--- src/rtl/store_buf_pkg.sv ---
`default_nettype none
// ============================================================================
//  Module      : store_buf_pkg
//  Description : Shared definitions for the post-MEM store buffer:
//                load/store instruction ids and lane-formatting helpers.
//                  store_strb     - byte strobes of a store at an address
//                  load_mask      - bytes read by a load at an address
//                  lane_replicate - store data replicated across lanes
//  Revision    : 1.0 - initial release
// ============================================================================
package store_buf_pkg;

  localparam logic [5:0] LB  = 6'd8;
  localparam logic [5:0] LH  = 6'd9;
  localparam logic [5:0] LW  = 6'd10;
  localparam logic [5:0] LBU = 6'd11;
  localparam logic [5:0] LHU = 6'd12;
  localparam logic [5:0] SB  = 6'd13;
  localparam logic [5:0] SH  = 6'd14;
  localparam logic [5:0] SW  = 6'd15;

  function automatic logic is_store(input logic [5:0] id);
    return (id == SB) || (id == SH) || (id == SW);
  endfunction

  function automatic logic is_load(input logic [5:0] id);
    return (id >= LB) && (id <= LHU);
  endfunction

  function automatic logic [3:0] store_strb(input logic [5:0] id, input logic [1:0] a);
    case (id)
      SB:      return 4'b0001 << a;
      SH:      return 4'b0011 << {a[1], 1'b0};
      SW:      return 4'b1111;
      default: return 4'b0000;
    endcase
  endfunction

  function automatic logic [3:0] load_mask(input logic [5:0] id, input logic [1:0] a);
    case (id)
      LB, LBU: return 4'b0001 << a;
      LH, LHU: return 4'b0011 << {a[1], 1'b0};
      LW:      return 4'b1111;
      default: return 4'b0000;
    endcase
  endfunction

  function automatic logic [31:0] lane_replicate(input logic [5:0] id, input logic [31:0] d);
    case (id)
      SB:      return {4{d[7:0]}};
      SH:      return {2{d[15:0]}};
      default: return d;
    endcase
  endfunction

endpackage
`default_nettype wire

--- src/rtl/store_buf_match.sv ---
`default_nettype none
// ============================================================================
//  Module      : store_buf_match
//  Description : Age-ordered load lookup across all buffered stores. Walks
//                entries from head (oldest) toward tail (youngest); the last
//                matching entry in that walk is the youngest match.
//  Ports       : i_lookup_en  - a valid load is being looked up
//                i_ld_word    - load word address (addr[31:2])
//                i_ld_mask    - bytes the load reads
//                i_head       - oldest entry index
//                i_valid/i_addr/i_strb/i_data - entry arrays
//                o_hit        - youngest match covers every load byte
//                o_partial    - youngest match covers only some load bytes
//                o_data       - data of youngest match when o_hit, else 0
//  Revision    : 1.0 - initial release
// ============================================================================
module store_buf_match
  import store_buf_pkg::*;
#(
  parameter int DEPTH = 4,
  parameter int PTR_W = $clog2(DEPTH)
) (
  input  logic                    i_lookup_en,
  input  logic [29:0]             i_ld_word,
  input  logic [3:0]              i_ld_mask,
  input  logic [PTR_W-1:0]        i_head,
  input  logic [DEPTH-1:0]        i_valid,
  input  logic [DEPTH-1:0][29:0]  i_addr,
  input  logic [DEPTH-1:0][3:0]   i_strb,
  input  logic [DEPTH-1:0][31:0]  i_data,
  output logic                    o_hit,
  output logic                    o_partial,
  output logic [31:0]             o_data
);

  logic [PTR_W-1:0] w_age_idx [DEPTH];
  logic [DEPTH-1:0] w_match;
  logic             w_any;
  logic [3:0]       w_sel_strb;
  logic [31:0]      w_sel_data;
  logic             w_covered;

  // Age k maps to physical slot head+k; pointer width makes the wrap free.
  for (genvar g = 0; g < DEPTH; g++) begin : g_age
    assign w_age_idx[g] = i_head + PTR_W'(g);
    assign w_match[g]   = i_valid[w_age_idx[g]]
                       && (i_addr[w_age_idx[g]] == i_ld_word)
                       && ((i_strb[w_age_idx[g]] & i_ld_mask) != 4'b0000);
  end

  always_comb begin
    w_any      = 1'b0;
    w_sel_strb = 4'b0000;
    w_sel_data = 32'h0;
    for (int k = 0; k < DEPTH; k++) begin
      if (w_match[k]) begin
        w_any      = 1'b1;
        w_sel_strb = i_strb[w_age_idx[k]];
        w_sel_data = i_data[w_age_idx[k]];
      end
    end
  end

  assign w_covered = ((w_sel_strb & i_ld_mask) == i_ld_mask);
  assign o_hit     = i_lookup_en && w_any && w_covered;
  assign o_partial = i_lookup_en && w_any && !w_covered;
  assign o_data    = o_hit ? w_sel_data : 32'h0;

endmodule
`default_nettype wire

--- src/rtl/store_buffer.sv ---
`default_nettype none
// ============================================================================
//  Module      : store_buffer
//  Description : Post-MEM write buffer. Holds committed SB/SH/SW stores in
//                FIFO order, drains them to data memory over a valid/ready
//                port and answers load lookups against buffered stores.
//                Optional macro STORE_BUF_COALESCE_EN merges a store into
//                the youngest (non-head) entry when word addresses match.
//  Ports       : clk, rst_n (async, active-low)
//                i_enq_*     - store from MEM stage, o_enq_ready back-pressure
//                o_mem_wr_*  - head entry toward memory, i_mem_wr_ready
//                i_ld_*      - load lookup; o_ld_hit/o_ld_data/o_ld_stall
//                o_count     - occupied entries, o_empty when zero
//  Revision    : 1.0 - initial release
// ============================================================================
module store_buffer
  import store_buf_pkg::*;
#(
  parameter int DEPTH = 4,
  parameter int PTR_W = $clog2(DEPTH)
) (
  input  logic             clk,
  input  logic             rst_n,
  input  logic             i_enq_valid,
  output logic             o_enq_ready,
  input  logic [5:0]       i_enq_instr_id,
  input  logic [31:0]      i_enq_addr,
  input  logic [31:0]      i_enq_data,
  output logic             o_mem_wr_valid,
  input  logic             i_mem_wr_ready,
  output logic [31:0]      o_mem_wr_addr,
  output logic [31:0]      o_mem_wr_data,
  output logic [3:0]       o_mem_wr_strb,
  input  logic             i_ld_valid,
  input  logic [5:0]       i_ld_instr_id,
  input  logic [31:0]      i_ld_addr,
  output logic             o_ld_hit,
  output logic [31:0]      o_ld_data,
  output logic             o_ld_stall,
  output logic [PTR_W:0]   o_count,
  output logic             o_empty
);

  localparam logic [PTR_W:0] c_full = (PTR_W+1)'(DEPTH);

  logic [PTR_W-1:0]        r_head;
  logic [PTR_W-1:0]        r_tail;
  logic [PTR_W:0]          r_count;
  logic [DEPTH-1:0]        r_valid;
  logic [DEPTH-1:0][29:0]  r_addr;
  logic [DEPTH-1:0][3:0]   r_strb;
  logic [DEPTH-1:0][31:0]  r_data;

  logic        w_is_store;
  logic [3:0]  w_enq_strb;
  logic [31:0] w_enq_data;
  logic        w_enq_fire;
  logic        w_alloc;
  logic        w_pop;
  logic        w_nonempty;
  logic        w_lookup_en;
  logic [3:0]  w_ld_mask;

  assign w_is_store = is_store(i_enq_instr_id);
  assign w_enq_strb = store_strb(i_enq_instr_id, i_enq_addr[1:0]);
  assign w_enq_data = lane_replicate(i_enq_instr_id, i_enq_data);
  assign w_nonempty = (r_count != '0);
  assign w_pop      = w_nonempty && i_mem_wr_ready;
  assign w_enq_fire = i_enq_valid && o_enq_ready && w_is_store;

`ifdef STORE_BUF_COALESCE_EN
  logic [PTR_W-1:0] w_young;
  logic             w_merge_cand;
  logic             w_merge;

  // Merge only into a youngest entry that is not the head, so it can never
  // be the entry popping this cycle.
  assign w_young      = r_tail - 1'b1;
  assign w_merge_cand = w_is_store
                     && (r_count >= (PTR_W+1)'(2))
                     && (r_addr[w_young] == i_enq_addr[31:2]);
  assign w_merge      = w_enq_fire && w_merge_cand;
  assign o_enq_ready  = (r_count != c_full) || w_merge_cand;
  assign w_alloc      = w_enq_fire && !w_merge_cand;
`else
  // No full bypass: a pop in the same cycle does not open the slot early.
  assign o_enq_ready  = (r_count != c_full);
  assign w_alloc      = w_enq_fire;
`endif

  always_ff @(posedge clk or negedge rst_n) begin
    if (!rst_n) begin
      r_head  <= '0;
      r_tail  <= '0;
      r_count <= '0;
      r_valid <= '0;
      r_addr  <= '0;
      r_strb  <= '0;
      r_data  <= '0;
    end else begin
      if (w_pop) begin
        r_valid[r_head] <= 1'b0;
        r_head          <= r_head + 1'b1;
      end
      if (w_alloc) begin
        r_valid[r_tail] <= 1'b1;
        r_addr[r_tail]  <= i_enq_addr[31:2];
        r_strb[r_tail]  <= w_enq_strb;
        r_data[r_tail]  <= w_enq_data;
        r_tail          <= r_tail + 1'b1;
      end
`ifdef STORE_BUF_COALESCE_EN
      if (w_merge) begin
        r_strb[w_young] <= r_strb[w_young] | w_enq_strb;
        for (int b = 0; b < 4; b++) begin
          if (w_enq_strb[b]) begin
            r_data[w_young][8*b +: 8] <= w_enq_data[8*b +: 8];
          end
        end
      end
`endif
      r_count <= r_count + (PTR_W+1)'(w_alloc) - (PTR_W+1)'(w_pop);
    end
  end

  // Head entry toward memory; forced to zero while empty so stale slots
  // never leak onto the bus.
  assign o_mem_wr_valid = w_nonempty;
  assign o_mem_wr_addr  = w_nonempty ? {r_addr[r_head], 2'b00} : 32'h0;
  assign o_mem_wr_data  = w_nonempty ? r_data[r_head] : 32'h0;
  assign o_mem_wr_strb  = w_nonempty ? r_strb[r_head] : 4'b0000;
  assign o_count        = r_count;
  assign o_empty        = !w_nonempty;

  assign w_lookup_en = i_ld_valid && is_load(i_ld_instr_id);
  assign w_ld_mask   = load_mask(i_ld_instr_id, i_ld_addr[1:0]);

  store_buf_match #(
    .DEPTH (DEPTH),
    .PTR_W (PTR_W)
  ) u_match (
    .i_lookup_en (w_lookup_en),
    .i_ld_word   (i_ld_addr[31:2]),
    .i_ld_mask   (w_ld_mask),
    .i_head      (r_head),
    .i_valid     (r_valid),
    .i_addr      (r_addr),
    .i_strb      (r_strb),
    .i_data      (r_data),
    .o_hit       (o_ld_hit),
    .o_partial   (o_ld_stall),
    .o_data      (o_ld_data)
  );

endmodule
`default_nettype wire

--- config.mk ---
export PLATFORM = sky130hd
export DESIGN_NAME = store_buffer
export DESIGN_NICKNAME = d
export VERILOG_FILES = /design/src/rtl/store_buf_pkg.sv /design/src/rtl/store_buf_match.sv /design/src/rtl/store_buffer.sv
export SDC_FILE = /design/constraint.sdc
export NUM_CORES = 1
export LEC_CHECK = 0
export ABC_AREA = 1
export BUFFER_PORTS_ARGS = -buffer_cell sky130_fd_sc_hd__buf_2
export CAP_MARGIN = 5
export CORE_MARGIN = 8
export CORE_UTILIZATION = 61
export DETAILED_ROUTE_END_ITERATION = 7
export PLACE_DENSITY_LB_ADDON = 0.25
export SETUP_SLACK_MARGIN = 0.05
export SYNTH_ARGS = -nofsm -noshare
export SYNTH_HDL_FRONTEND = slang
export SYNTH_SLANG_ARGS = --single-unit
--- constraint.sdc ---
create_clock -name clk -period 5.4 [get_ports clk]
set_clock_uncertainty 0.15 [all_clocks]
set_input_delay 1.08 -clock clk [delete_from_list [all_inputs] [get_ports clk]]
set_output_delay 1.08 -clock clk [all_outputs]
set_load 0.02 [all_outputs]
==> summary.md <==
| Metric | Value |
|---|---|
| Run status | finished, final reports clean |
| Clk_lat worst skew | 0.58 ns |
| Largest net degree at the start of global routing | 139 |
| Die area | 40200 µm² |
| Clock Root Buffer | clkbuf_16 |
| Chip width | 200 µm |
| CTS tree | built |
| Worst Max-Slew Pin Slew | 1.18 ns |
| Gpl congestion | 1.08 |
| Avg Inst Size Synth | about 6 µm² |
| Antenna-violating nets left | 0 |
| Power consumption | 0.0152 W |
| Die Ht | 200 µm |
| P&R area growth vs syn | 18.1% |
| Core footprint | 33500 µm² |
| Synth warnings | 0 |
| Sequential area share after synthesis | 0.332 |
| Cell-internal power | 0.00718 W |
| H-Tree Depth | 1 |
| Max-cap violations | 0 |
| Vias per std cell | 6.10 |
| Non-filler cells, final | 4107 |
| Cells after Synth | 3516 |
| Vias in the first global route | approximately 23000 |
| Setup TNS | 0 ns |
| Share of cells above drive strength 1 | 0.134 |
| Critical Path AT | between 4 and 5 ns |
| Crit path max fanout | 61 |
| HP Class | flip-flop to flip-flop |
| Combinational power share | 0.649 |
| Num ports | 221 |
| Vias | approximately 25000 |
| Hold path depth | 2 |
| Num Clock Sinks | approximately 280 |
| WHS | 0.336 ns |
| Antenna violations before repair | 1 |
| Number of remaining DRC errors | 0 |
| Synthesized area | ~21000 µm² |
| RSZ-0062 raised after global routing | yes |
| Reg clk slew, reported paths | 0.06 ns |
| Avg WL per Cell | 19.9 µm |
| Reg power frac | 0.214 |
| FF+latch count, synth | between 200 and 300 |
| Cell row count | 67 |
| Critical path type | flip-flop to primary output |
| Congestion Overflow GR | 0 |
| Required time of the critical path | 4.17 ns |
| Max IR drop VDD | 0.000408 V |
| First-pass GRT wire length | 121000 µm |
| Pre-antenna DRT Iters | 7 |
| HPWL after DPL | 50400 µm |
| Post-layout nets | between 3000 and 4000 |
| Reg2reg path depth | 10 |
| CTS buffer count | 30 |
| Final setup viols | 0 |
| Hold_buf cts | 0 |
| Sw Ratio | 0.528 |
| FMAX | 0.186 GHz |
| Clock Tree Buf Depth | 3 |
| Initial Util | 0.619 |
| Leak Pwr | 12.8 nW |
| Final max-slew violation count | 0 |
| Initial DRC Count | between 2000 and 3000 |
| Port bufs | 218 |
| Max transition margin | 0.214 |
| Post-synth cell types | 34 |
| CP Launch Type | flip-flop |
| Pwr Density | just over 600 nW/µm² |
| Clock Power Share | 0.137 |
| Final critical-path required period | 5.37 ns |
| Fin crit share | 0.994 |
| Endpoints failing hold | 0 |
| Net Switching | 0.00802 W |
| Crit path capture type | primary output |
| Placed cells | 4009 |
| Gr usage total | 0.367 |
| WL final | 81600 µm |
-- final cells by class --
class	count	area, µm²
Multi-Input combinational cell	2771	12600
Fill cell	2790	9020
Clock buffer	44	895
Sequential cell	275	6890
Inverter	258	1010
Clock inverter	12	92.6
Antenna cell	1	2.50
Tap cell	448	561
Timing Repair Buffer	297	2490
Timing Repair inverter	1	11.3
-- Yosys cell counts (all sizes together) --
cell,n,share of area
nor3,3,0.00072
ha,10,0.0060
or2,1,0.00030
clkbuf,121,0.022
nand3,385,0.093
xnor2,2,0.00084
and2,1,0.00030
a21oi,43,0.010
mux2i,1,0.00048
inv,258,0.047
nand2,1566,0.28
a21boi,1,0.00036
o21ai,402,0.097
nand3b,3,0.0011
buf,92,0.022
nand4,21,0.0063
o22ai,8,0.0024
conb,1,0.00018
a211oi,32,0.012
o211ai,33,0.012
o31ai,4,0.0014
xor2,12,0.0051
nor2,240,0.044
fa,1,0.00096
dfrtp,275,0.33
-- cells by family after synthesis --
| group | synth area share |
|---|---|
| AO/OA/AOI/OAI | 0.135 |
| XOR/XNOR | 0.00591 |
| adder cells (fa/ha/maj) | 0.00699 |
| buffers and inverters | 0.0906 |
| flip-flops | 0.332 |
| multiplexers | 0.000482 |
| other | 0.000181 |
| AND/OR/NAND/NOR | 0.429 |
-- registers in the layout, indices dropped and copies added, names as in the netlist --
| register | cells |
|---|---|
| o_count | 3 |
| r_tail | 2 |
| r_data | 128 |
| r_strb | 16 |
| r_addr | 120 |
| r_valid | 4 |
| r_head | 2 |
-- power by group through the flow --
stage                     clock network, W  registers, W  logic (W)
after floorplan                          0       0.00310    0.00599
after global placement                   0       0.00321    0.00786
after detailed placement                 0       0.00323    0.00811
after CTS                          0.00209       0.00321    0.00844
after global routing               0.00217       0.00331     0.0107
final                              0.00208       0.00325    0.00987
-- what timing repair did --
action | in CTS | in global routing
pin swaps | 1 | 24
gates resized for setup | 21 | 229
endpoints found under the setup margin | 33 | 34
buffers inserted | 0 | 20
gates cloned | 5 | 16
-- through the flow --
| step | instance area, µm² | utilization | worst slack (ns) |
|---|---|---|---|
| 3_3_place_gp | 22000 | 0.656 | 0.540 |
| 6_report | 24500 | 0.731 | 0.0320 |
| 3_5_place_dp | 22000 | 0.656 | 0.441 |
| 2_1_floorplan | 20800 | - | 0.539 |
| 4_1_cts | 23200 | 0.692 | 0.0297 |
| 5_1_grt | 24500 | 0.731 | -0.0710 |
-- metal layers --
metal | part of all wire | track usage | up-vias
met1 | 0.35 | 0.444 | 11362
met2 | 0.45 | 0.601 | 1785
met3 | 0.12 | 0.0768 | 425
li1 | - | - | 11463
met4 | 0.072 | 0.214 | 0
met5 | 0 | 0 | -
-- cells in the final DEF (no fill, tap or decap), types with 4 or more instances in the layout --
cell,instances
buf_2,185
nand3_2,24
clkinv_2,9
a21oi_1,35
buf_16,8
nand2_2,31
buf_6,25
clkbuf_16,44
nand2_1,1533
xor2_1,12
nand4_1,21
a21oi_2,8
buf_4,45
inv_2,6
o21ai_0,379
o211ai_1,33
inv_1,249
nand3_4,5
ha_1,9
o21ai_1,19
clkbuf_8,8
o22ai_1,8
a211oi_1,32
o21ai_2,4
o31ai_1,4
clkbuf_1,6
nand3_1,356
nor2_2,30
nor2_4,23
dfrtp_1,273
nor2_1,187
buf_12,17
-- path summary, 6_finish.rpt --
check,slack [ns],end,from
setup reg to reg,2.25,o_count[2],o_count[1]
hold / removal,0.34,r_data[5],r_data[5]
setup / recovery,0.03,o_ld_data[12],r_head[0]
min in group asynchronous,0.45,r_data[109],rst_n
max in group asynchronous,3.35,r_addr[36],rst_n
hold reg to reg,0.34,r_data[5],r_data[5]
-- worst max-delay path, cell delays in order (launching register included) --
cell	delay (ns)
dfrtp_4	0.51
clkinv_8	0.10
buf_12	0.14
buf_16	0.20
o21ai_1	0.46
mux2i_1	0.17
a21oi_2	0.19
nand3_1	0.09
inv_1	0.07
nand4_1	0.26
nor2_4	0.29
buf_6	0.12
a21oi_1	0.05
nand2_1	0.08
nand2_1	0.08
nor2_4	0.14
nand2_4	0.13
clkbuf_16	0.22
nor2_1	0.09
buf_4	0.15
(Power assumes the default switching activity.)
